===== src/rtl/ppu_bg_pipeline.sv =====
// ppu_bg_pipeline -- background fetch-and-shift pipeline for one PPU scanline.
//
// For each tile the fetcher reads the nametable, attribute and two pattern
// bytes from VRAM. It packs the decoded tile into a small FIFO. A one-tile
// shifter drains the FIFO and emits one 5-bit palette address per accepted
// pixel_en.
//
// Parameters:
//   TILES_PER_LINE  visible tiles per line (1..32)
//   MEM_LAT         cycles from address issue to VRAM_data_in valid (1..4)
//   FIFO_DEPTH      decoded-tile FIFO entries (power of two, 2..8)
//
// Ports:
//   clk, reset_n      clock, async active-low reset
//   start             begin a line (ignored while busy); samples y_idx,
//                     scroll_x, bg_pt_addr, bg_show_left
//   VRAM_addr/_rd     read request (rd high for the issue cycle only)
//   VRAM_data_in      read data, MEM_LAT cycles after issue
//   pixel_en          consumer takes the current pixel
//   pixel/pixel_valid registered pixel {0, AT_hi, AT_lo, PT_hi, PT_lo}
//   line_done         one-cycle pulse after the last pixel is consumed
//   busy              accepted start .. line_done
//
// Build option: define PPU_BG_CLIP_EN so that bg_show_left=0 blanks the
// first 8 pixels of each line.
module ppu_bg_pipeline #(
  parameter int TILES_PER_LINE = 32,
  parameter int MEM_LAT        = 1,
  parameter int FIFO_DEPTH     = 2
) (
  input  logic        clk,
  input  logic        reset_n,
  input  logic        start,
  input  logic [7:0]  y_idx,
  input  logic [8:0]  scroll_x,
  input  logic        bg_pt_addr,
  input  logic        bg_show_left,
  output logic [15:0] VRAM_addr,
  output logic        VRAM_rd,
  input  logic [7:0]  VRAM_data_in,
  input  logic        pixel_en,
  output logic [4:0]  pixel,
  output logic        pixel_valid,
  output logic        line_done,
  output logic        busy
);

  localparam int PIX_TOTAL = TILES_PER_LINE * 8;
  localparam int AW        = (FIFO_DEPTH > 1) ? $clog2(FIFO_DEPTH) : 1;
`ifdef PPU_BG_CLIP_EN
  localparam bit CLIP_EN = 1'b1;
`else
  localparam bit CLIP_EN = 1'b0;
`endif

  typedef struct packed {
    logic [1:0] at;
    logic [7:0] lo;
    logic [7:0] hi;
  } tile_t;

  typedef enum logic [2:0] {S_IDLE, S_NT, S_AT, S_PT_LO, S_PT_HI, S_DONE} state_t;

  // line context sampled at start
  logic [7:0] y_r;
  logic [8:0] sx_r;
  logic       pt_sel_r;
  logic       clip_r;

  // fetcher
  state_t     state;
  logic [2:0] cnt;       // cycles since address issue
  logic       issued;    // NT only: read for this tile has gone out
  logic [5:0] t;         // tile index within the line
  logic [7:0] nt_byte, lo_byte;
  logic [1:0] at_bits;
  logic [5:0] ntiles;
  logic       data_ok;

  // fifo
  tile_t         fifo_mem [FIFO_DEPTH];
  logic [AW-1:0] wr_ptr, rd_ptr;
  logic [AW:0]   fifo_cnt;
  logic          push, pop, flush;

  // shifter
  tile_t      sh;
  logic [2:0] idx;
  logic       first;     // next load is the first tile of the line
  logic [8:0] pix_cnt;   // pixels consumed so far this line
  logic       consume, last_pix, accept;

  tile_t      nxt_sh;
  logic [2:0] nxt_idx;
  logic       nxt_valid, nxt_first;
  logic [8:0] nxt_cnt;

  // ---------------------------------------------------------------- address
  function automatic logic [5:0] tsum(input logic [5:0] ti, input logic [8:0] sx);
    return {1'b0, sx[7:3]} + ti;
  endfunction

  function automatic logic [15:0] nt_addr(input logic [5:0] ti, input logic [8:0] sx,
                                          input logic [7:0] y);
    logic [5:0] s;
    s = tsum(ti, sx);
    return 16'h2000 | {5'b0, sx[8] ^ s[5], 10'b0} | {6'b0, y[7:3], 5'b0} | {11'b0, s[4:0]};
  endfunction

  function automatic logic [15:0] at_addr(input logic [5:0] ti, input logic [8:0] sx,
                                          input logic [7:0] y);
    logic [5:0] s;
    s = tsum(ti, sx);
    return 16'h23C0 | {5'b0, sx[8] ^ s[5], 10'b0} | {10'b0, y[7:5], 3'b0} | {13'b0, s[4:2]};
  endfunction

  function automatic logic [15:0] pt_addr(input logic half);
    return {3'b0, pt_sel_r, nt_byte, half, y_r[2:0]};
  endfunction

  // quadrant {y[4], cx[1]} picks one 2-bit field of the attribute byte
  function automatic logic [1:0] at_sel(input logic [7:0] d, input logic [5:0] ti);
    logic [5:0] s;
    s = tsum(ti, sx_r);
    case ({y_r[4], s[1]})
      2'b11:   return d[7:6];
      2'b10:   return d[5:4];
      2'b01:   return d[3:2];
      default: return d[1:0];
    endcase
  endfunction

  function automatic logic [4:0] pix_of(input tile_t tl, input logic [2:0] b,
                                        input logic [8:0] n);
    logic [4:0] p;
    p = {1'b0, tl.at, tl.hi[b], tl.lo[b]};
    if (CLIP_EN && clip_r && n < 9'd8) p = 5'd0;
    return p;
  endfunction

  // ---------------------------------------------------------------- control
  assign ntiles   = 6'(TILES_PER_LINE) + {5'd0, |sx_r[2:0]};
  assign data_ok  = issued && (cnt == 3'(MEM_LAT));
  assign push     = (state == S_PT_HI) && data_ok;
  assign accept   = start && !busy;
  assign consume  = pixel_en && pixel_valid;
  assign last_pix = consume && (pix_cnt == 9'(PIX_TOTAL - 1));
  assign flush    = last_pix;

  // ---------------------------------------------------------------- fetcher
  always_ff @(posedge clk or negedge reset_n) begin
    if (!reset_n) begin
      state     <= S_IDLE;
      cnt       <= '0;
      issued    <= 1'b0;
      t         <= '0;
      nt_byte   <= '0;
      lo_byte   <= '0;
      at_bits   <= '0;
      y_r       <= '0;
      sx_r      <= '0;
      pt_sel_r  <= 1'b0;
      clip_r    <= 1'b0;
      VRAM_addr <= '0;
      VRAM_rd   <= 1'b0;
    end else begin
      VRAM_rd <= 1'b0;
      if (state != S_IDLE && issued && !data_ok) cnt <= cnt + 3'd1;
      case (state)
        S_IDLE: if (accept) begin
          y_r       <= y_idx;
          sx_r      <= scroll_x;
          pt_sel_r  <= bg_pt_addr;
          clip_r    <= ~bg_show_left;
          t         <= '0;
          VRAM_addr <= nt_addr(6'd0, scroll_x, y_idx);
          VRAM_rd   <= 1'b1;
          issued    <= 1'b1;
          cnt       <= '0;
          state     <= S_NT;
        end
        S_NT: begin
          if (!issued) begin
            // stalled on a full FIFO; go as soon as a slot frees up
            if ((fifo_cnt - (AW+1)'(pop)) < (AW+1)'(FIFO_DEPTH)) begin
              VRAM_addr <= nt_addr(t, sx_r, y_r);
              VRAM_rd   <= 1'b1;
              issued    <= 1'b1;
              cnt       <= '0;
            end
          end else if (data_ok) begin
            nt_byte   <= VRAM_data_in;
            VRAM_addr <= at_addr(t, sx_r, y_r);
            VRAM_rd   <= 1'b1;
            cnt       <= '0;
            state     <= S_AT;
          end
        end
        S_AT: if (data_ok) begin
          at_bits   <= at_sel(VRAM_data_in, t);
          VRAM_addr <= pt_addr(1'b0);
          VRAM_rd   <= 1'b1;
          cnt       <= '0;
          state     <= S_PT_LO;
        end
        S_PT_LO: if (data_ok) begin
          lo_byte   <= VRAM_data_in;
          VRAM_addr <= pt_addr(1'b1);
          VRAM_rd   <= 1'b1;
          cnt       <= '0;
          state     <= S_PT_HI;
        end
        S_PT_HI: if (data_ok) begin
          if (t == ntiles - 6'd1) begin
            state <= S_DONE;
          end else begin
            t     <= t + 6'd1;
            state <= S_NT;
            cnt   <= '0;
            // room left after this cycle's push (and any pop)?
            if ((fifo_cnt - (AW+1)'(pop)) < (AW+1)'(FIFO_DEPTH - 1)) begin
              VRAM_addr <= nt_addr(t + 6'd1, sx_r, y_r);
              VRAM_rd   <= 1'b1;
              issued    <= 1'b1;
            end else begin
              issued    <= 1'b0;
            end
          end
        end
        default: ;
      endcase
      if (last_pix) state <= S_IDLE;
    end
  end

  // ---------------------------------------------------------------- fifo
  always_ff @(posedge clk) begin
    if (push) fifo_mem[wr_ptr] <= '{at: at_bits, lo: lo_byte, hi: VRAM_data_in};
  end

  always_ff @(posedge clk or negedge reset_n) begin
    if (!reset_n) begin
      wr_ptr   <= '0;
      rd_ptr   <= '0;
      fifo_cnt <= '0;
    end else if (flush) begin
      wr_ptr   <= '0;
      rd_ptr   <= '0;
      fifo_cnt <= '0;
    end else begin
      if (push) wr_ptr <= wr_ptr + AW'(1);
      if (pop)  rd_ptr <= rd_ptr + AW'(1);
      fifo_cnt <= fifo_cnt + (AW+1)'(push) - (AW+1)'(pop);
    end
  end

  // ---------------------------------------------------------------- shifter
  always_comb begin
    nxt_sh    = sh;
    nxt_idx   = idx;
    nxt_valid = pixel_valid;
    nxt_first = first;
    nxt_cnt   = pix_cnt;
    pop       = 1'b0;
    if (consume) begin
      nxt_cnt = pix_cnt + 9'd1;
      if (idx == 3'd0) nxt_valid = 1'b0;
      else             nxt_idx   = idx - 3'd1;
    end
    // refill when empty, or in the same cycle the last bit leaves (no bubble)
    if (busy && !last_pix && fifo_cnt != '0 &&
        (!pixel_valid || (consume && idx == 3'd0))) begin
      pop       = 1'b1;
      nxt_sh    = fifo_mem[rd_ptr];
      nxt_idx   = first ? 3'd7 - sx_r[2:0] : 3'd7;
      nxt_valid = 1'b1;
      nxt_first = 1'b0;
    end
  end

  always_ff @(posedge clk or negedge reset_n) begin
    if (!reset_n) begin
      sh          <= '0;
      idx         <= '0;
      first       <= 1'b0;
      pix_cnt     <= '0;
      pixel       <= '0;
      pixel_valid <= 1'b0;
      line_done   <= 1'b0;
      busy        <= 1'b0;
    end else begin
      line_done <= last_pix;
      if (last_pix) begin
        pixel_valid <= 1'b0;
        pixel       <= '0;
        pix_cnt     <= '0;
        busy        <= 1'b0;
        first       <= 1'b0;
      end else if (accept) begin
        busy    <= 1'b1;
        first   <= 1'b1;
        pix_cnt <= '0;
      end else begin
        sh          <= nxt_sh;
        idx         <= nxt_idx;
        first       <= nxt_first;
        pix_cnt     <= nxt_cnt;
        pixel_valid <= nxt_valid;
        pixel       <= nxt_valid ? pix_of(nxt_sh, nxt_idx, nxt_cnt) : 5'd0;
      end
    end
  end

endmodule


===== config.mk =====
export PLATFORM = sky130hd
export DESIGN_NAME = ppu_bg_pipeline
export DESIGN_NICKNAME = d
export VERILOG_FILES = /design/src/rtl/ppu_bg_pipeline.sv
export SDC_FILE = /design/constraint.sdc
export NUM_CORES = 1
export LEC_CHECK = 0
export CORE_MARGIN = 2
export CORE_UTILIZATION = 53
export CTS_CLUSTER_SIZE = 12
export DETAILED_ROUTE_END_ITERATION = 12
export PLACE_DENSITY_LB_ADDON = 0.08
export SKIP_CTS_REPAIR_TIMING = 1
export SLEW_MARGIN = 20
export SYNTH_ARGS = -nofsm -noshare
export SYNTH_HDL_FRONTEND = slang
export SYNTH_SLANG_ARGS = --single-unit

===== constraint.sdc =====
create_clock -name clk -period 3.4 [get_ports clk]
set_input_delay 0.51 -clock clk [delete_from_list [all_inputs] [get_ports clk]]
set_output_delay 0.51 -clock clk [all_outputs]
set_load 0.01 [all_outputs]

## Word level (Yosys, flattened, before mapping)

Memories as Yosys holds them, arrays and structs flattened.
Index checks and enable logic that the tools add are counted.

- Add/sub/neg operators: 14
- Eq/ne operators: 25
- Bitwise gates (word level): 12
- Magnitude comparators: 3
- Reduce and logical (&&, ||, !) cells: 40
- Multiplexer cells: 77

Operators with widths:

| kind | count |
|---|---|
| 16-bit two-way mux | 9 |
| 16-bit one-hot mux with 5 select lines | 1 |
| 3-bit two-way mux | 19 |
| 14-bit by 10-bit bitwise OR with 14-bit output | 3 |
| 14-bit by 5-bit bitwise OR with 14-bit output | 3 |
| 1-bit two-way mux | 29 |
| 9-bit two-way mux | 3 |
| 3-bit inequality test, second input constant | 8 |
| 18-bit two-way mux | 1 |
| 6-bit two-way mux | 3 |
| 3-bit one-hot mux with 5 select lines | 1 |
| 14-bit by 3-bit bitwise OR with 14-bit output | 1 |
| 14-bit by 6-bit bitwise OR with 14-bit output | 1 |
| 5-bit by 6-bit adder with 6-bit output | 2 |
| 2-bit inequality test, second input constant | 6 |
| 3-bit one-hot mux with 4 select lines | 1 |
| 6-bit one-hot mux with 2 select lines | 1 |
| 3-bit nonzero test | 4 |
| 1-bit logical AND | 11 |
| 5-bit two-way mux | 2 |
| 2-bit nonzero test | 5 |
| 9-bit by 1-bit adder with 9-bit output, second input constant | 1 |
| 9-bit by 8-bit equality test with 1-bit output, second input constant | 1 |
| 9-bit AND reduction | 1 |
| other kinds (38) | 54 |

- Output and inout bits: 25
- Memories kept: 1
- Register bits after elaboration: 109
- Logic and storage cells: 197
- Bits of input ports: 31
- RAM bits: 36

Memories:

| memory | depth | bits a word | rd ports | clocked after memory_dff | wr ports | RTL line | source |
|---|---|---|---|---|---|---|---|
| fifo_mem | 2 | 18 | 1 | 0 | 1 | 81 | `tile_t fifo_mem [FIFO_DEPTH];` |

## Depth between registers and ports, before layout

- Depth in word-level cells: 13
- Mapped depth: 17
- Mapped depth without buffers: 14

## Worst setup path after synthesis

OpenSTA, ideal clock, no wires.

- Kind: reg-to-reg
- Start point: register pix_cnt[4]
- End point: register VRAM_addr[5]
- Path buffers: 2
- Setup time: 0.127 ns
- Required time: 3.273 ns
- Cell stages (with the launch flop): 16
- Clock period less this slack: 3.379 ns
- Path slack: 0.021 ns
- Data arrival time: 3.252 ns
- Cell sequence: dfrtp_1 -> and4_1 -> and4_1 -> ha_1 -> and3_4 -> buf_6 -> a211o_1 -> inv_2 -> buf_6 -> ha_1 -> xor2_1 -> inv_1 -> nand2_1 -> o31ai_1 -> a221oi_2 -> mux2_1

- Word-level cells in the longest chain between the ends: 11
- Elaborated cells on any way between the ends: 13
- Classes of those cells: add/sub (1); order compare (2); eq/ne (3); mux (1); reduce/logical (6)

RTL lines:

| element | RTL line | source |
|---|---|---|
| start: declaration | 90 | `logic [8:0] pix_cnt;` |
| start signal: assignment | 307 | `pix_cnt <= nxt_cnt;` |
| 9-bit by 8-bit equality test with 1-bit output (*) | 147 | `assign last_pix = consume && (pix_cnt == 9'(PIX_TOTAL - 1));` |
| 1-bit logical AND (*) | 147 |  |
| 1-bit logical NOT (*) | 271 | `if (busy && !last_pix && fifo_cnt != '0 &&` |
| 1-bit logical AND (*) (3 in a row) | 271 |  |
| 1-bit two-way mux (*) | 271 |  |
| 2-bit by 1-bit subtractor with 2-bit output (*) | 185, 221 |  |
| 2-bit < comparator / 2-bit by 1-bit < comparator with 1-bit output (equally long branches) | 185, 221 |  |
| 3-bit inequality test (no line) / 2-bit by 1-bit inequality test with 1-bit output (equally long branches) | n/a |  |
| 9-bit AND reduction (no line) (*) | n/a |  |
| end signal: assignment | 186 | `VRAM_addr <= nt_addr(t, sx_r, y_r);` |
| end signal: assignment | 193 | `VRAM_addr <= at_addr(t, sx_r, y_r);` |
| end signal: assignment | 222 | `VRAM_addr <= nt_addr(t + 6'd1, sx_r, y_r);` |
| end: declaration | 38 | `output logic [15:0] VRAM_addr,` |

Every way passes the cells marked *; elsewhere a longest branch is shown, timed or not.
A chain may end at the register's enable or synchronous reset.

## Worst setup path in the final report

Same ends and word-level chain as after synthesis.

==> metrics.txt <==
outcome=finished clean; routability congestion estimate=0.879; Mean Syn Cell Area=10.7 um^2; CTS H-Tree Depth=4; die area=0.0141 mm^2; Pleak=0.00375 uW; worst hold slack=13.7 ps; flop-to-flop setup slack=110 ps; global-route wire length before repair=25.8 mm; clk_skew=8.41 ps; Min-Delay Path Class=primary input to asynchronous set/reset pin; sequential fraction of the synthesis area=53.6%; Crit Path Class=register to register; reg-to-reg endpoint=VRAM_addr[5]; most used cell, CP=and4_1; PwrDens=471 mW/mm^2; Setup Viol. Count Final=0; Finished Core Util=65.8%; clock latency on the worst-skew pair=420 ps; Die Ht=119 um; Post-synth EDFFs=36; fin crit share=96.9%; total CTS buffers=17; critical path cell sequence=and4_1 > and4_1 > ha_2 > and3_4 > a211o_1 > inv_2 > ha_1 > xor2_2 > inv_1 > nand2_1 > o31ai_1 > a221oi_2 > buf_4 > mux2_1; clock transition at the registers of the reported paths=60 ps; synth unique cells=63; Netlist Area Pre-Place=0.00696 mm^2; GRT Overall Usage=23.5%; CP max-delay cell=dfrtp_1; WL final=15.8 mm; Area growth, synth to finish=20.3%; Initial Utilization=54.7%; port bufs=51; top-area cell type share of the netlist area=38.1%; DRT iter0 DRCs=494; asr flop ratio synth=74.6%; # IOs=56; CTS tree=done; Reg-to-Reg Start=pix_cnt[4]; Peak supply drop=307 uV; share of cells above drive strength 1=14.4%; CP required=3700 ps; # rows=41; top cells by area, synth=dfrtp_1 38%, edfxtp_1 16%, nand2_1 5.5%; R2R depth=14; Final Hold Fails=0; final setup margin=106 ps; CTS root buffer=clkbuf_16; worst slew pin tran=737 ps; ANT nets after route=0; clock buffer depth=2; fin nets=769; core footprint=0.0127 mm^2; critical path arrival=3600 ps; gr ovfl total=0; CP startpoint=pix_cnt[4]; vias in the first global route=4937; DR DRC count=0; Seq cells post-synth=142; vias per inst=5.67; Initial DRT Pass Iterations=5; crit-path max cell delay=400 ps; WL/cell=17.6 um; antenna violations before repair=0; final worst path period need=3290 ps; area leader, netlist=dfrtp_1; Max FO, Critical Path=6; Warnings, synthesis=0; Critical Path Start Type=register; maxcap violations=0; Syn Inst Count=649; CP Capture Type=register; # diodes=0; CTS Sinks=142; Die X=119 um; largest net degree at the start of global routing=78; dpl hpwl=11.0 mm; Place WS=-37.7 ps; max-slew violation count=0; Rel. slew slack=50.8%; Post-synth top flop=dfrtp_1; DR vias=5107; Highest Clock Rate=304 MHz
==> Yosys cell counts, types with 3 or more instances <==
cell / n
a21o_1: 8
dfrtp_1: 106
edfxtp_1: 36
o221ai_1: 5
inv_1: 20
ha_1: 20
and3_1: 3
nand2_1: 102
nor3_1: 11
o21ai_1: 5
clkbuf_1: 18
nand2b_1: 5
o21ai_0: 35
o22a_1: 3
a211oi_1: 7
a31oi_1: 3
xnor2_1: 13
mux2_2: 29
a21oi_1: 42
or3_1: 4
xor2_1: 10
nor2_1: 51
mux2i_1: 26
buf_6: 5
nand3_1: 10
nor2b_1: 5
o22ai_1: 5
o31ai_1: 3
buf_2: 4
a22o_1: 6
buf_4: 4
==> metal layers <==
| metal | global-route usage [%] | share of wire (%) | wire length [um] | up-vias |
|---|---|---|---|---|
| met1 | 32.3 | 44 | 6950 | 2501 |
| li1 | - | - | - | 2427 |
| met3 | 5.60 | 6.3 | 997 | 27 |
| met2 | 36.5 | 48 | 7560 | 152 |
| met4 | 8.33 | 1.9 | 307 | 0 |
| met5 | 0 | 0 | 0 | - |
==> area by class of cell <==
type	count	area, um^2
clock buffers	19	443
clock inverters	13	189
fillers	1033	4350
inverters	23	86.3
multi-input cells	454	2980
flip-flops and latches	142	3730
well taps	172	215
repair buffers	78	723
==> sequential cells by signal, indices dropped and copies added, names as in the netlist, 2 cells and up <==
name,flops
VRAM_addr,14
sx_r,9
y_r,8
lo_byte,8
t,6
pixel,4
idx,3
fifo_cnt,2
nt_byte,8
pix_cnt,9
sh,18
cnt,3
fifo_mem,36
at_bits,2
state,3
==> report_power, final <==
| part | switching (uW) | leakage, uW | internal, uW |
|---|---|---|---|
| clock | 722 | 0.000292 | 1250 |
| combinational | 88.7 | 0.00189 | 83.8 |
| sequential | 26.2 | 0.00157 | 1780 |
| total | 837 | 0.00375 | 3110 |
==> layout by cell type (no fill, tap or decap), types with 3 or more instances in the layout <==
cell,synthesis,layout
xor2_1,10,9
bufinv_16,0,4
o221ai_1,5,5
a211oi_1,7,7
or3_1,4,4
o22a_1,3,3
mux2i_1,26,26
nand2_1,102,102
nor2_1,51,51
ha_1,20,18
inv_1,20,20
clkinvlp_4,0,5
o21ai_0,35,35
o31ai_1,3,3
a22o_1,6,6
a21o_1,8,8
and3_1,3,3
mux2_2,29,29
nor3_1,11,11
dfrtp_1,106,106
nor2b_1,5,5
buf_4,4,27
edfxtp_1,36,36
nand2b_1,5,5
clkdlybuf4s50_1,0,50
nand3_1,10,10
conb_1,1,3
clkbuf_16,0,17
o22ai_1,5,5
o21ai_1,5,5
xnor2_1,13,13
a21oi_1,42,42
a31oi_1,3,3
==> logic make-up (layout without fill, tap and decap cells) <==
group,Yosys count,count (layout),share of synthesized area (%)
AND/OR/NAND/NOR,203,203,12.5
flip-flops,142,142,53.6
AO/OA/AOI/OAI,145,145,13.7
buffers and inverters,55,133,3.79
adder cells (fa/ha/maj),22,22,4.17
XOR/XNOR,23,23,2.89
other,1,3,0.0539
multiplexers,58,58,9.24
==> worst max path at each step <==
stage | depth (start not counted) | slack [ps] | to
after floorplan | 15 | 20 | VRAM_addr[5]
after global placement | 14 | 30 | VRAM_addr[5]
after detailed placement | 14 | -40 | VRAM_addr[5]
after CTS | 14 | -80 | VRAM_addr[5]
after global routing | 14 | -30 | VRAM_addr[5]
final | 14 | 110 | VRAM_addr[5]
==> per-stage QoR <==
step	setup TNS (ps)	power, uW	area (um^2)	cells
floorplan	0	1900	6970	651
global placement	0	2000	7670	861
detailed placement	-39.1	2010	7670	861
CTS	-292	3980	8300	893
global route	-126	4080	8370	901
finish	0	3940	8370	901
==> critical path, delay by kind of cell (launching register included) <==
kind / cells / cell delay [ps]
AOI/OAI and AO/OA: 3 / 740
and+or+nand+nor: 4 / 730
muxes: 1 / 310
buffers and inverters: 3 / 340
DFF: 1 / 400
adders and majority gates: 2 / 390
xor gates and xnor gates: 1 / 260
Note: power is estimated with default switching activity, not from simulation.
